===== src/rtl/instruction_fetch_if.sv =====
// Fetch-to-decode handshake: buffer head plus decode's accept.
interface instruction_fetch_if;
  logic        valid;
  logic        ready;
  logic [31:0] instr;
  logic [31:0] pc;
  logic [31:0] pc_plus4;

  modport master (output valid, instr, pc, pc_plus4, input ready);
  modport slave  (input valid, instr, pc, pc_plus4, output ready);
endinterface


===== src/rtl/instruction_fetch.sv =====
// RV32I fetch stage: PC, async imem addressing, 2-entry fetch buffer to decode,
// redirect flush and sticky misaligned-target fault.
module instruction_fetch #(
  parameter logic [31:0] RESET_PC = 32'h0000_0000
) (
  input  logic                clk,
  input  logic                rst_n,
  output logic [31:0]         imem_addr,
  input  logic [31:0]         imem_instr,
  input  logic                redirect_valid,
  input  logic [31:0]         redirect_pc,
  instruction_fetch_if.master out,
  output logic                fault
);
  localparam logic [31:0] NOP = 32'h0000_0013;

  typedef struct packed {
    logic [31:0] pc;
    logic [31:0] instr;
  } fb_entry_t;

  fb_entry_t   fb_q [2];
  logic        rd_ptr, wr_ptr;
  logic [1:0]  count;
  logic [31:0] fetch_pc;
  logic        fault_q;
  logic        pop, push, redir;

  assign imem_addr = fetch_pc;
  assign fault     = fault_q;

  // Outputs come only from registered state, so no ready/redirect -> valid path.
  assign out.valid    = (count != 2'd0);
  assign out.instr    = out.valid ? fb_q[rd_ptr].instr : NOP;
  assign out.pc       = out.valid ? fb_q[rd_ptr].pc : 32'h0;
  assign out.pc_plus4 = out.pc + 32'd4;

  assign pop   = out.valid & out.ready;
  assign redir = redirect_valid & ~fault_q;
  assign push  = ~fault_q & ~redirect_valid & ((count != 2'd2) | pop);

  always_ff @(posedge clk or negedge rst_n) begin
    if (!rst_n) begin
      fetch_pc <= RESET_PC;
      count    <= 2'd0;
      rd_ptr   <= 1'b0;
      wr_ptr   <= 1'b0;
      fault_q  <= 1'b0;
    end else if (redir) begin
      // Flush: the popped head (if any) already left; everything else is dropped.
      count  <= 2'd0;
      rd_ptr <= 1'b0;
      wr_ptr <= 1'b0;
      if (redirect_pc[1:0] == 2'b00) fetch_pc <= redirect_pc;
      else                           fault_q  <= 1'b1;
    end else begin
      if (push) begin
        wr_ptr   <= ~wr_ptr;
        fetch_pc <= fetch_pc + 32'd4;
      end
      if (pop) rd_ptr <= ~rd_ptr;
      case ({push, pop})
        2'b10:   count <= count + 2'd1;
        2'b01:   count <= count - 2'd1;
        default: count <= count;
      endcase
    end
  end

  // Storage needs no reset; stale entries are masked by out.valid.
  always_ff @(posedge clk) begin
    if (push) fb_q[wr_ptr] <= '{pc: fetch_pc, instr: imem_instr};
  end
endmodule


===== src/flat_wrapper.sv =====
// flat-port wrapper written by rule: the top's interface ports become plain ports
module instruction_fetch_flat 
#(
  parameter logic [31:0] RESET_PC = 32'h0000_0000
)
  (clk, rst_n, imem_addr, imem_instr, redirect_valid, redirect_pc, fault, out_valid, out_instr, out_pc, out_pc_plus4, out_ready);
  instruction_fetch_if out_i ();
  input  logic clk;
  input  logic rst_n;
  output logic [31:0] imem_addr;
  input  logic [31:0] imem_instr;
  input  logic redirect_valid;
  input  logic [31:0] redirect_pc;
  output logic fault;
  output wire logic [$bits(out_i.valid)-1:0] out_valid;
  output wire logic [$bits(out_i.instr)-1:0] out_instr;
  output wire logic [$bits(out_i.pc)-1:0] out_pc;
  output wire logic [$bits(out_i.pc_plus4)-1:0] out_pc_plus4;
  input wire logic [$bits(out_i.ready)-1:0] out_ready;
  assign out_valid = out_i.valid;
  assign out_instr = out_i.instr;
  assign out_pc = out_i.pc;
  assign out_pc_plus4 = out_i.pc_plus4;
  assign out_i.ready = out_ready;
  instruction_fetch #(.RESET_PC(RESET_PC)) u_core (.clk(clk), .rst_n(rst_n), .imem_addr(imem_addr), .imem_instr(imem_instr), .redirect_valid(redirect_valid), .redirect_pc(redirect_pc), .out(out_i), .fault(fault));
endmodule

===== config.mk =====
export PLATFORM = sky130hd
export DESIGN_NAME = instruction_fetch_flat
export DESIGN_NICKNAME = d
export VERILOG_FILES = /design/src/rtl/instruction_fetch_if.sv /design/src/rtl/instruction_fetch.sv /design/src/flat_wrapper.sv
export SDC_FILE = /design/constraint.sdc
export NUM_CORES = 1
export LEC_CHECK = 0
export BUFFER_PORTS_ARGS = -buffer_cell sky130_fd_sc_hd__buf_2
export CAP_MARGIN = 40
export CELL_PAD_IN_SITES_DETAIL_PLACEMENT = 1
export CELL_PAD_IN_SITES_GLOBAL_PLACEMENT = 2
export CORE_MARGIN = 3
export CORE_UTILIZATION = 36
export CTS_BUF_LIST = sky130_fd_sc_hd__clkbuf_4 sky130_fd_sc_hd__clkbuf_8
export DETAILED_ROUTE_END_ITERATION = 6
export PLACE_DENSITY = 0.91
export SLEW_MARGIN = 25
export SYNTH_ARGS = -nofsm -noshare
export SYNTH_HDL_FRONTEND = slang
export SYNTH_SLANG_ARGS = --single-unit

===== constraint.sdc =====
create_clock -name clk -period 4.45 [get_ports clk]
set_clock_uncertainty 0.2 [all_clocks]
set_input_delay 0.89 -clock clk [delete_from_list [all_inputs] [get_ports clk]]
set_output_delay 0.89 -clock clk [all_outputs]
set_load 0.05 [all_outputs]

==> metrics.txt <==
Net Sw Frac=53.4%; Vias/cell=5.25; Synth Register Bits=165; crit path kind=flop to output pin; synthesized area=7870 um^2; final core occ=45.6%; status=complete, no violations; delay-heaviest family, CP=simple AND/OR/NAND/NOR gates; final wirelength=22100 um; worst slew pin tran=approximately 690 ps; final setup fails=0; MaxCap Viol Count=0; core area=about 21000 um^2; Setup crit end kind=output pin; synth warn=0; CTS root buf=clkbuf_8; initial core utilization=about 37%; Post-Syn Instances=642; wire per inst=a little under 20 um; ANT cells=0; fin area=9670 um^2; startpoint types=flop; Rows=53; largest net degree at the start of global routing=55; fin crit share=95.6%; vias in the first global route=6055; Psw=between 3000 and 4000 uW; commonest non-fill, non-tap cells in the layout=194 x buf_2, 128 x edfxtp_1, 77 x nor2_1, 64 x mux2i_1, 42 x nand2_1; drt drc=0; fmax=0.235 GHz; net count after synthesis=713; WP data arrival=around 3200 ps; ys flop type=edfxtp_1; post-synthesis compound-gate area fraction=9.51%; Clk pin slew, worst setup/hold paths=roughly 100 ps; Die Wd=154 um; dpl hpwl=16100 um; Seq pwr share=29.8%; fraction of registers with async set or reset after synthesis=22.4%; Hold Path Class=primary input to asynchronous set/reset pin; post-synthesis adder-cell area fraction=0.477%; Num CTS Buffers=17; Comb pwr share=54.1%; initial antenna violation count=0; DRT Pass-1 Iters=5; Slowest-stage cell, CP=dfrtp_4; largest family of logic cells by synthesized area=simple AND/OR/NAND/NOR gates; worst reg-to-reg setup slack=1530 ps; Peak VDD IR=279 uV; CTS tree=yes; mux cell area share after synthesis=under 10%; routed vias=5899; GRT Total Usage=18.4%; Clk pwr share=16.2%; worst reg2reg path startpoint=u_core.count[0]$_DFFE_PN0P_; Rel. slew slack=53.7%; Reg area=4770 um^2; DR iter-0 viols=391; ANT nets after route=0; grt ovf=0; RR Endpoint=u_core.count[1]$_DFFE_PN0P_; EDFF count, synth=128; first-pass GRT wire length=34300 um; # port buffers=between 150 and 200; hold_buf cts=0; cell area power density=~650 nW/um^2; Syn Area/Cell=roughly 12 um^2; Die H=154 um; Synth cell types=61; clock sinks=165; layout cells sized above 1=35.2%; XOR/XNOR Fraction of Synth Area=~3.5%; critical path's largest stage delay=510 ps; register area share after synthesis=between 60% and 70%; DIE AREA=23700 um^2; most common cell after layout, fill and taps aside=buf_2; worst r2r path cells=7; worst-skew pair later-pin latency=between 400 and 500 ps; Period minus WS final=around 4300 ps; Placer Congestion=0.764; final hold violations=0; Synth Area in Simple Gates=14.7%; cell leakage power=approximately 0.0039 uW; worst-path maximum fanout=7; CTS max path bufs=2; Bufs and invs on worst path=2; CP Data Required Time=3360 ps; Design Power=roughly 6300 uW; I/O pins=198; multi-input logic area=between 3000 and 4000 um^2; RSZ-0062 raised after global routing=false; Placed Area=9230 um^2; synth-to-layout area growth=23.0%; H-tree depth=4; Fillers=2327; fin. max-slew vios=0; Nets=908; Pint=between 2000 and 3000 uW; crit path cell chain=mux2i_1 > or2_2 > clkinvlp_4 > ha_2 > o21ai_1 > a211oi_4 > nand4_4 > nor4_4 > xor2_2 > clkbuf_4
==> state kept, by name, summed over array words and instances (netlist names) <==
register,cells
u_core.imem_addr,32
u_core.count,2
u_core.wr_ptr,1
u_core.fault,1
u_core.fb_q,128
u_core.rd_ptr,1
==> routing by layer <==
metal  vias to the layer above  track usage, %  share of wire [%]
li1                       2767               -                  -
met1                      2951            24.6                 45
met2                       158            31.2                 50
met3                        23            3.46                4.2
met4                         0            4.04                1.2
met5                         -               0                  0
==> power groups by stage <==
stage	logic, uW	clock network, uW	registers [uW]
3_5_place_dp	3400	0	1900
5_1_grt	3570	1110	1890
4_1_cts	3410	1050	1870
2_1_floorplan	2570	0	2000
3_3_place_gp	3360	0	1890
6_report	3400	1020	1870
==> through the flow <==
step	TNS [ps]	std cells	worst slack [ps]	hold WS [ps]
4_1_cts	-118	1124	-43.5	191
5_1_grt	0	1124	11.1	202
6_report	0	1124	196	212
2_1_floorplan	0	642	5.67	293
3_5_place_dp	0	1092	443	290
3_3_place_gp	0	1091	572	284
==> logic make-up after synthesis <==
group,Yosys count
and+or+nand+nor,220
DFF,165
AOI/OAI and AO/OA,113
muxes,65
buffers and inverters,45
xor gates and xnor gates,31
adders and majority gates,3
==> cell type report <==
cell class,count,area share [%]
Clock buffer,17,2.42
Tap cell,275,3.56
Multi-Input combinational cell,432,31.1
Sequential cell,165,49.4
Clock inverter,14,1.41
Inverter,8,0.349
Timing Repair Buffer,213,11.8
==> synthesized netlist by cell type (3+ instances only) <==
library cell	number	area (um^2)
inv_1	8	30.0
nor4_2	8	100
dfrtp_1	37	926
xnor2_1	9	78.8
nand4_1	8	50.1
nand3_1	30	150
buf_6	3	33.8
a31oi_1	4	25.0
nand2_1	42	158
a2bb2oi_1	6	52.6
nor3_1	14	70.1
buf_2	6	30.0
and3_1	4	25.0
buf_4	9	67.6
o22a_1	3	26.3
nor2_2	3	18.8
nor2_1	79	297
o22ai_1	12	75.1
mux2i_1	64	641
a31o_2	3	26.3
edfxtp_1	128	3840
o21ai_0	22	110
clkbuf_1	17	63.8
xor2_1	22	193
ha_1	3	37.5
nand3b_1	5	37.5
and2_1	3	18.8
a21oi_1	40	200
a211oi_2	4	50.1
or3_1	3	18.8
==> how the worst max path moves through the flow <==
stage	from	end	slack [ps]	cells after the start
after floorplan	u_core.count[0]$_DFFE_PN0P_	out_pc_plus4[26]	6	11
after global placement	u_core.rd_ptr$_DFFE_PN0P_	out_pc_plus4[31]	570	7
after detailed placement	u_core.rd_ptr$_DFFE_PN0P_	out_pc_plus4[29]	440	7
after CTS	u_core.rd_ptr$_DFFE_PN0P_	out_pc_plus4[30]	-40	10
after global routing	u_core.rd_ptr$_DFFE_PN0P_	out_pc_plus4[26]	10	10
final	u_core.rd_ptr$_DFFE_PN0P_	out_pc_plus4[30]	200	10
==> repair_timing <==
item	CTS	global route
gates resized for setup	3	12
setup endpoints to repair	9	9
setup buffers	1	0
pin swaps	1	3
cloned	0	0
endpoints found under the hold margin	0	0
No activity file was read; power rests on OpenSTA's default activity.
